File: config.mk
export PLATFORM = sky130hd
export DESIGN_NAME = axi_lite_master_flat
export DESIGN_NICKNAME = d
export VERILOG_FILES = /design/src/rtl/axi_lite_pkg.sv /design/src/rtl/axi_lite_master_if.sv /design/src/rtl/axi_lite_master.sv /design/src/flat_wrapper.sv
export SDC_FILE = /design/constraint.sdc
export NUM_CORES = 1
export LEC_CHECK = 0
export ABC_AREA = 1
export BUFFER_PORTS_ARGS = -buffer_cell sky130_fd_sc_hd__buf_4
export CORE_MARGIN = 5
export CORE_UTILIZATION = 50
export CTS_BUF_LIST = sky130_fd_sc_hd__clkbuf_4 sky130_fd_sc_hd__clkbuf_8
export CTS_CLUSTER_DIAMETER = 80
export DETAILED_ROUTE_END_ITERATION = 8
export GPL_ROUTABILITY_DRIVEN = 0
export PLACE_DENSITY_LB_ADDON = 0.1
export SETUP_SLACK_MARGIN = 0.5
export SYNTH_ARGS = -nofsm -noshare
export SYNTH_HDL_FRONTEND = slang
export SYNTH_SLANG_ARGS = --single-unit
File: constraint.sdc
create_clock -name clk -period 2.99 [get_ports clk]
set_input_delay 0.4485 -clock clk [delete_from_list [all_inputs] [get_ports clk]]
set_output_delay 0.4485 -clock clk [all_outputs]
set_load 0.01 [all_outputs]
File: src/rtl/axi_lite_pkg.sv
// Shared AXI4-Lite types: response codes, master FSM states
// and the CSR DMA register map used by master and CSR slave.
package axi_lite_pkg;

    localparam logic [1:0] RESP_OKAY   = 2'b00;
    localparam logic [1:0] RESP_EXOKAY = 2'b01;
    localparam logic [1:0] RESP_SLVERR = 2'b10;
    localparam logic [1:0] RESP_DECERR = 2'b11;

    typedef enum logic [2:0] {
        ST_IDLE,
        ST_WR_XFER,
        ST_WR_RESP,
        ST_RD_ADDR,
        ST_RD_DATA,
        ST_RESP
    } state_e;

    localparam logic [7:0] CSR_DMA_SRC  = 8'h50;
    localparam logic [7:0] CSR_DMA_DST  = 8'h51;
    localparam logic [7:0] CSR_DMA_LEN  = 8'h52;
    localparam logic [7:0] CSR_DMA_CTRL = 8'h53;
    localparam logic [7:0] CSR_DMA_STAT = 8'h54;

endpackage

File: src/rtl/axi_lite_master_if.sv
// Command port and AXI4-Lite bus bundles for the single-outstanding
// initiator; master drives requests/addresses, slave answers.
interface axi_lite_cmd_if #(
    parameter int ADDR_WIDTH = 8,
    parameter int DATA_WIDTH = 32
);
    logic                    req_valid;
    logic                    req_ready;
    logic                    req_write;
    logic [ADDR_WIDTH-1:0]   req_addr;
    logic [DATA_WIDTH-1:0]   req_wdata;
    logic [DATA_WIDTH/8-1:0] req_wstrb;
    logic [2:0]              req_prot;
    logic                    rsp_valid;
    logic                    rsp_ready;
    logic                    rsp_write;
    logic [DATA_WIDTH-1:0]   rsp_rdata;
    logic [1:0]              rsp_resp;

    modport master (
        output req_valid, req_write, req_addr,
        output req_wdata, req_wstrb, req_prot,
        input  req_ready,
        input  rsp_valid, rsp_write, rsp_rdata, rsp_resp,
        output rsp_ready
    );

    modport slave (
        input  req_valid, req_write, req_addr,
        input  req_wdata, req_wstrb, req_prot,
        output req_ready,
        output rsp_valid, rsp_write, rsp_rdata, rsp_resp,
        input  rsp_ready
    );
endinterface

interface axi_lite_if #(
    parameter int ADDR_WIDTH = 8,
    parameter int DATA_WIDTH = 32
);
    logic [ADDR_WIDTH-1:0]   awaddr;
    logic [2:0]              awprot;
    logic                    awvalid;
    logic                    awready;
    logic [DATA_WIDTH-1:0]   wdata;
    logic [DATA_WIDTH/8-1:0] wstrb;
    logic                    wvalid;
    logic                    wready;
    logic [1:0]              bresp;
    logic                    bvalid;
    logic                    bready;
    logic [ADDR_WIDTH-1:0]   araddr;
    logic [2:0]              arprot;
    logic                    arvalid;
    logic                    arready;
    logic [DATA_WIDTH-1:0]   rdata;
    logic [1:0]              rresp;
    logic                    rvalid;
    logic                    rready;

    modport master (
        output awaddr, awprot, awvalid, input awready,
        output wdata, wstrb, wvalid, input wready,
        input  bresp, bvalid, output bready,
        output araddr, arprot, arvalid, input arready,
        input  rdata, rresp, rvalid, output rready
    );

    modport slave (
        input  awaddr, awprot, awvalid, output awready,
        input  wdata, wstrb, wvalid, output wready,
        output bresp, bvalid, input bready,
        input  araddr, arprot, arvalid, output arready,
        output rdata, rresp, rvalid, input rready
    );
endinterface

File: src/rtl/axi_lite_master.sv
// Single-outstanding AXI4-Lite initiator: one command in, one
// AXI read or write out, sticky bus-error and stall flags.
module axi_lite_master
    import axi_lite_pkg::*;
#(
    parameter int ADDR_WIDTH     = 8,
    parameter int DATA_WIDTH     = 32,
    parameter int TIMEOUT_CYCLES = 1024
) (
    input  logic             clk,
    input  logic             rst_n,
    axi_lite_cmd_if.slave    cmd,
    axi_lite_if.master       axi,
    output logic             busy,
    input  logic             err_clr,
    output logic             resp_err,
    output logic             timeout_err
);

    localparam int SW = DATA_WIDTH / 8;
    localparam int CW = $clog2(TIMEOUT_CYCLES);
    localparam logic [CW-1:0] CNT_MAX = CW'(TIMEOUT_CYCLES - 1);
    localparam logic [CW-1:0] CNT_PRE = CW'(TIMEOUT_CYCLES - 2);

    state_e                r_state;
    logic [ADDR_WIDTH-1:0] r_addr;
    logic [DATA_WIDTH-1:0] r_wdata;
    logic [SW-1:0]         r_wstrb;
    logic [2:0]            r_prot;
    logic                  r_awvalid;
    logic                  r_wvalid;
    logic                  r_bready;
    logic                  r_arvalid;
    logic                  r_rready;
    logic                  r_rsp_valid;
    logic                  r_rsp_write;
    logic [DATA_WIDTH-1:0] r_rsp_rdata;
    logic [1:0]            r_rsp_resp;
    logic                  r_resp_err;
    logic                  r_timeout_err;
    logic [CW-1:0]         r_cnt;

    logic w_aw_done;
    logic w_w_done;
    logic w_in_phase;

    assign cmd.req_ready = (r_state == ST_IDLE);
    assign busy          = (r_state != ST_IDLE);

    assign axi.awaddr  = r_addr;
    assign axi.awprot  = r_prot;
    assign axi.awvalid = r_awvalid;
    assign axi.wdata   = r_wdata;
    assign axi.wstrb   = r_wstrb;
    assign axi.wvalid  = r_wvalid;
    assign axi.bready  = r_bready;
    assign axi.araddr  = r_addr;
    assign axi.arprot  = r_prot;
    assign axi.arvalid = r_arvalid;
    assign axi.rready  = r_rready;

    assign cmd.rsp_valid = r_rsp_valid;
    assign cmd.rsp_write = r_rsp_write;
    assign cmd.rsp_rdata = r_rsp_rdata;
    assign cmd.rsp_resp  = r_rsp_resp;

    assign resp_err    = r_resp_err;
    assign timeout_err = r_timeout_err;

    // A channel counts as done once its valid is gone or handshakes now.
    assign w_aw_done  = !r_awvalid || axi.awready;
    assign w_w_done   = !r_wvalid  || axi.wready;
    assign w_in_phase = (r_state == ST_WR_XFER) || (r_state == ST_WR_RESP)
                     || (r_state == ST_RD_ADDR) || (r_state == ST_RD_DATA);

    always_ff @(posedge clk or negedge rst_n) begin
        if (!rst_n) begin
            r_state       <= ST_IDLE;
            r_addr        <= '0;
            r_wdata       <= '0;
            r_wstrb       <= '0;
            r_prot        <= '0;
            r_awvalid     <= 1'b0;
            r_wvalid      <= 1'b0;
            r_bready      <= 1'b0;
            r_arvalid     <= 1'b0;
            r_rready      <= 1'b0;
            r_rsp_valid   <= 1'b0;
            r_rsp_write   <= 1'b0;
            r_rsp_rdata   <= '0;
            r_rsp_resp    <= '0;
            r_resp_err    <= 1'b0;
            r_timeout_err <= 1'b0;
            r_cnt         <= '0;
        end else begin
            if (err_clr) begin
                r_resp_err    <= 1'b0;
                r_timeout_err <= 1'b0;
            end
            // Flag lands together with the counter reaching its limit.
            if (w_in_phase && (r_cnt != CNT_MAX)) begin
                r_cnt <= r_cnt + CW'(1);
                if (r_cnt == CNT_PRE) r_timeout_err <= 1'b1;
            end
            unique case (r_state)
                ST_IDLE: begin
                    if (cmd.req_valid) begin
                        r_addr  <= cmd.req_addr;
                        r_wdata <= cmd.req_wdata;
                        r_wstrb <= cmd.req_wstrb;
                        r_prot  <= cmd.req_prot;
                        r_cnt   <= '0;
                        if (cmd.req_write) begin
                            r_awvalid <= 1'b1;
                            r_wvalid  <= 1'b1;
                            r_state   <= ST_WR_XFER;
                        end else begin
                            r_arvalid <= 1'b1;
                            r_state   <= ST_RD_ADDR;
                        end
                    end
                end
                ST_WR_XFER: begin
                    if (r_awvalid && axi.awready) r_awvalid <= 1'b0;
                    if (r_wvalid && axi.wready) r_wvalid <= 1'b0;
                    if (w_aw_done && w_w_done) begin
                        r_bready <= 1'b1;
                        r_state  <= ST_WR_RESP;
                    end
                end
                ST_WR_RESP: begin
                    if (axi.bvalid) begin
                        r_bready    <= 1'b0;
                        r_rsp_resp  <= axi.bresp;
                        r_rsp_write <= 1'b1;
                        r_rsp_rdata <= '0;
                        r_rsp_valid <= 1'b1;
                        if (axi.bresp != RESP_OKAY) r_resp_err <= 1'b1;
                        r_state     <= ST_RESP;
                    end
                end
                ST_RD_ADDR: begin
                    if (axi.arready) begin
                        r_arvalid <= 1'b0;
                        r_rready  <= 1'b1;
                        r_state   <= ST_RD_DATA;
                    end
                end
                ST_RD_DATA: begin
                    if (axi.rvalid) begin
                        r_rready    <= 1'b0;
                        r_rsp_resp  <= axi.rresp;
                        r_rsp_write <= 1'b0;
                        r_rsp_rdata <= axi.rdata;
                        r_rsp_valid <= 1'b1;
                        if (axi.rresp != RESP_OKAY) r_resp_err <= 1'b1;
                        r_state     <= ST_RESP;
                    end
                end
                ST_RESP: begin
                    if (cmd.rsp_ready) begin
                        r_rsp_valid <= 1'b0;
                        r_state     <= ST_IDLE;
                    end
                end
                default: r_state <= ST_IDLE;
            endcase
        end
    end

endmodule

File: src/flat_wrapper.sv
// flat-port wrapper written by rule: the top's interface ports become plain ports
module axi_lite_master_flat import axi_lite_pkg::*;
#(
    parameter int ADDR_WIDTH     = 8,
    parameter int DATA_WIDTH     = 32,
    parameter int TIMEOUT_CYCLES = 1024
)
  (clk, rst_n, busy, err_clr, resp_err, timeout_err, cmd_req_valid, cmd_req_write, cmd_req_addr, cmd_req_wdata, cmd_req_wstrb, cmd_req_prot, cmd_req_ready, cmd_rsp_valid, cmd_rsp_write, cmd_rsp_rdata, cmd_rsp_resp, cmd_rsp_ready, axi_awaddr, axi_awprot, axi_awvalid, axi_awready, axi_wdata, axi_wstrb, axi_wvalid, axi_wready, axi_bresp, axi_bvalid, axi_bready, axi_araddr, axi_arprot, axi_arvalid, axi_arready, axi_rdata, axi_rresp, axi_rvalid, axi_rready);
  axi_lite_cmd_if #(.ADDR_WIDTH(ADDR_WIDTH), .DATA_WIDTH(DATA_WIDTH)) cmd_i ();
  axi_lite_if #(.ADDR_WIDTH(ADDR_WIDTH), .DATA_WIDTH(DATA_WIDTH)) axi_i ();
  input  logic clk;
  input  logic rst_n;
  output logic busy;
  input  logic err_clr;
  output logic resp_err;
  output logic timeout_err;
  input wire logic [$bits(cmd_i.req_valid)-1:0] cmd_req_valid;
  input wire logic [$bits(cmd_i.req_write)-1:0] cmd_req_write;
  input wire logic [$bits(cmd_i.req_addr)-1:0] cmd_req_addr;
  input wire logic [$bits(cmd_i.req_wdata)-1:0] cmd_req_wdata;
  input wire logic [$bits(cmd_i.req_wstrb)-1:0] cmd_req_wstrb;
  input wire logic [$bits(cmd_i.req_prot)-1:0] cmd_req_prot;
  output wire logic [$bits(cmd_i.req_ready)-1:0] cmd_req_ready;
  output wire logic [$bits(cmd_i.rsp_valid)-1:0] cmd_rsp_valid;
  output wire logic [$bits(cmd_i.rsp_write)-1:0] cmd_rsp_write;
  output wire logic [$bits(cmd_i.rsp_rdata)-1:0] cmd_rsp_rdata;
  output wire logic [$bits(cmd_i.rsp_resp)-1:0] cmd_rsp_resp;
  input wire logic [$bits(cmd_i.rsp_ready)-1:0] cmd_rsp_ready;
  output wire logic [$bits(axi_i.awaddr)-1:0] axi_awaddr;
  output wire logic [$bits(axi_i.awprot)-1:0] axi_awprot;
  output wire logic [$bits(axi_i.awvalid)-1:0] axi_awvalid;
  input wire logic [$bits(axi_i.awready)-1:0] axi_awready;
  output wire logic [$bits(axi_i.wdata)-1:0] axi_wdata;
  output wire logic [$bits(axi_i.wstrb)-1:0] axi_wstrb;
  output wire logic [$bits(axi_i.wvalid)-1:0] axi_wvalid;
  input wire logic [$bits(axi_i.wready)-1:0] axi_wready;
  input wire logic [$bits(axi_i.bresp)-1:0] axi_bresp;
  input wire logic [$bits(axi_i.bvalid)-1:0] axi_bvalid;
  output wire logic [$bits(axi_i.bready)-1:0] axi_bready;
  output wire logic [$bits(axi_i.araddr)-1:0] axi_araddr;
  output wire logic [$bits(axi_i.arprot)-1:0] axi_arprot;
  output wire logic [$bits(axi_i.arvalid)-1:0] axi_arvalid;
  input wire logic [$bits(axi_i.arready)-1:0] axi_arready;
  input wire logic [$bits(axi_i.rdata)-1:0] axi_rdata;
  input wire logic [$bits(axi_i.rresp)-1:0] axi_rresp;
  input wire logic [$bits(axi_i.rvalid)-1:0] axi_rvalid;
  output wire logic [$bits(axi_i.rready)-1:0] axi_rready;
  assign cmd_i.req_valid = cmd_req_valid;
  assign cmd_i.req_write = cmd_req_write;
  assign cmd_i.req_addr = cmd_req_addr;
  assign cmd_i.req_wdata = cmd_req_wdata;
  assign cmd_i.req_wstrb = cmd_req_wstrb;
  assign cmd_i.req_prot = cmd_req_prot;
  assign cmd_req_ready = cmd_i.req_ready;
  assign cmd_rsp_valid = cmd_i.rsp_valid;
  assign cmd_rsp_write = cmd_i.rsp_write;
  assign cmd_rsp_rdata = cmd_i.rsp_rdata;
  assign cmd_rsp_resp = cmd_i.rsp_resp;
  assign cmd_i.rsp_ready = cmd_rsp_ready;
  assign axi_awaddr = axi_i.awaddr;
  assign axi_awprot = axi_i.awprot;
  assign axi_awvalid = axi_i.awvalid;
  assign axi_i.awready = axi_awready;
  assign axi_wdata = axi_i.wdata;
  assign axi_wstrb = axi_i.wstrb;
  assign axi_wvalid = axi_i.wvalid;
  assign axi_i.wready = axi_wready;
  assign axi_i.bresp = axi_bresp;
  assign axi_i.bvalid = axi_bvalid;
  assign axi_bready = axi_i.bready;
  assign axi_araddr = axi_i.araddr;
  assign axi_arprot = axi_i.arprot;
  assign axi_arvalid = axi_i.arvalid;
  assign axi_i.arready = axi_arready;
  assign axi_i.rdata = axi_rdata;
  assign axi_i.rresp = axi_rresp;
  assign axi_i.rvalid = axi_rvalid;
  assign axi_rready = axi_i.rready;
  axi_lite_master #(.ADDR_WIDTH(ADDR_WIDTH), .DATA_WIDTH(DATA_WIDTH), .TIMEOUT_CYCLES(TIMEOUT_CYCLES)) u_core (.clk(clk), .rst_n(rst_n), .cmd(cmd_i), .axi(axi_i), .busy(busy), .err_clr(err_clr), .resp_err(resp_err), .timeout_err(timeout_err));
endmodule
==> out/qor.yml <==
syn-num-nets: 639
clk_path_buf_depth: 2
holdWs_ns: 0.1430
cp_max_fo: 53
place_ws_ns: 1.138
vias: 4017
status: "complete, no violations"
antenna_left: 0
cts_tree: "built"
finalClockSkew_ns: 0.01060
antenna_found_initial: 0
reg2reg_from: "u_core.r_state[0]"
cts_hold_buffers: 0
path_cells: "nor2_2 -> nand2_2 -> nor2_4 -> buf_4 -> o21ai_0 -> nand2_1 -> nand3_1"
max_stage_delay_ns: 0.46
grt_pass1_wl_um: 20060
synthCells: 543
avgSynthCellArea_um2: 8.376
drt-initial-drc-count: 235
clock_latency_ns: 0.36
fin_crit_sh: 0.6278
hold_class: "in -> async"
diodes: 0
powerDensity_nw_per_um2: 991.0
detail_route.first_pass.iterations: 4
core.rowCount: 34
worst_pin_slew_ns: 0.8788
maxSlewViolCount: 0
ctsRootBufferMaster: "clkbuf_8"
die_w_um: 105.4
worstRegToRegCells: 7
grt-ovfl-total: 0
syn_to_final_growth_pct: 35.96
worstPathRequired_ns: 3.23
dieArea_um2: 11100
num-fill-cells: 720
h-tree-depth: 3
cts_buffers: 9
grt_use_total: 0.2219
mostFrequentLayoutCells: "nand2_1 (285), buf_4 (197), dfrtp_1 (103)"
leakagePower_nw: 3.608
power.total_w: 0.006128
fmax_ghz: 0.5327
mostFrequentLayoutCell: "nand2_1"
fin_ws_ns: 1.113
start_util: 0.5165
setup_viol: 0
drive_gt1_frac: 0.3457
hold_viol: 0
first_global_vias: 4103
cpMaxStageDelayCell: "dfrtp_1"
ys_seq_area_frac: 0.5667
grt_max_degree: 59
dp_cells: 821
ios: 197
port_buffers: 196
clock-sinks: 103
yosysUniqueCellTypes: 28
die_h_um: 105.4
fin_nets: 820
dpl.hpwl_um: 8768
cts_resized: 0
cts_setup_buffers: 0
start_kind: "flop"
rsz0062_at_grt: "false"
route.detailed.drc: 0
period_minus_slack_ns: 1.877
slew_headroom: 0.4133
path_clk_slew_ns: 0.10
setup_tns_ns: 0
totalWireLength_um: 12000
arrival_ns: 2.12
routed_via_density: 4.799
ys_ff_latch: 103
ir_drop_uv: 484.8
synth_area_um2: 4548
stdcell_count: 837
r2r-end: "u_core.axi.awvalid"
ys.warnings.count: 0
worstSetupEndpointType: "flop"
wire_per_inst_um: 14.34
core_area_um2: 8806
r2r_setup_slack_ns: 1.11
crit_type: "reg -> reg"
max-cap-violations: 0
==> Yosys cell counts (all sizes together) <==
master	number	area share
xnor2	1	0.0019
nor3	3	0.0033
or2	1	0.0014
dfrtp	103	0.57
xor2	2	0.0039
o21ai	9	0.0099
nand4	5	0.0069
o221ai	1	0.0019
inv	32	0.028
ha	2	0.0055
buf	28	0.046
o21bai	1	0.0017
a21o	1	0.0017
a21oi	7	0.0077
nor2	23	0.026
nand3	13	0.014
nand2	311	0.27
==> report_power, final <==
part | leakage, nW | internal (W) | switching (W)
sequential | 1.32 | 0.00196 | 0.000415
combinational | 2.18 | 0.00124 | 0.00158
clock | 0.104 | 0.000428 | 0.000497
total | 3.61 | 0.00363 | 0.00249
==> logic make-up after synthesis <==
logic type,count (synthesis),share of synthesized area
AO/OA/AOI/OAI,19,0.02283
XOR/XNOR,3,0.005778
AND/OR/NAND/NOR,356,0.3260
adder cells (fa/ha/maj),2,0.005501
flip-flops,103,0.5667
buffers and inverters,60,0.07318
==> routing by layer <==
layer,global-route usage,up-vias,part of all wire,wire length [um]
met5,0,-,0,0
met4,0.06748,0,0.013,158
li1,-,1991,-,-
met3,0.06296,10,0.077,922
met1,0.2815,1888,0.41,4939
met2,0.3702,128,0.50,5981
==> state kept, by name, indices dropped and copies added (netlist names) <==
| name | cells |
|---|---|
| u_core.axi.wdata | 32 |
| u_core.cmd.rsp_rdata | 32 |
| u_core.r_cnt | 10 |
| u_core.axi.araddr | 8 |
| u_core.axi.wstrb | 4 |
| u_core.axi.arprot | 3 |
| u_core.r_state | 3 |
| u_core.cmd.rsp_resp | 2 |
| u_core.axi.arvalid | 1 |
| u_core.axi.awvalid | 1 |
| u_core.axi.bready | 1 |
| u_core.axi.rready | 1 |
| u_core.axi.wvalid | 1 |
| u_core.cmd.rsp_valid | 1 |
| u_core.cmd.rsp_write | 1 |
| u_core.resp_err | 1 |
| u_core.timeout_err | 1 |
==> worst max path at each step <==
stage                            startpoint                        to  slack (ns)  cells after the start
final                     u_core.r_state[0]        u_core.axi.awvalid        1.11                      7
after global routing      u_core.r_state[0]         u_core.axi.wvalid        0.91                      7
after CTS                 u_core.r_state[0]        u_core.axi.awvalid        1.11                      7
after detailed placement  u_core.r_state[0]        u_core.axi.awvalid        1.14                      7
after global placement    u_core.r_state[0]        u_core.axi.awvalid        1.22                      7
after floorplan           u_core.r_state[2]  u_core.cmd.rsp_rdata[22]        1.60                     11
==> through the flow <==
step | util | area (um^2)
2_1_floorplan | - | 4548
3_3_place_gp | 0.6785 | 5974
3_5_place_dp | 0.6785 | 5974
4_1_cts | 0.7022 | 6183
5_1_grt | 0.7022 | 6183
6_report | 0.7022 | 6183
==> area by class of cell <==
| class | instances | area (um^2) | share of cell area |
|---|---|---|---|
| Clock inverter | 5 | 63.81 | 0.01032 |
| Sequential cell | 103 | 2577 | 0.4168 |
| Tap cell | 108 | 135.1 | 0.02185 |
| Inverter | 32 | 125.1 | 0.02023 |
| Clock buffer | 11 | 145.1 | 0.02347 |
| Timing Repair Buffer | 198 | 1499 | 0.2424 |
| Multi-Input combinational cell | 380 | 1638 | 0.2649 |
==> worst max-delay path, delay by kind of cell, from the launching register on <==
| kind | cells | cell delay [ns] |
|---|---|---|
| and+or+nand+nor | 5 | 0.64 |
| DFF | 1 | 0.46 |
| buffers and inverters | 1 | 0.44 |
| AOI/OAI and AO/OA | 1 | 0.21 |
Power figures use the tool's default switching activity.
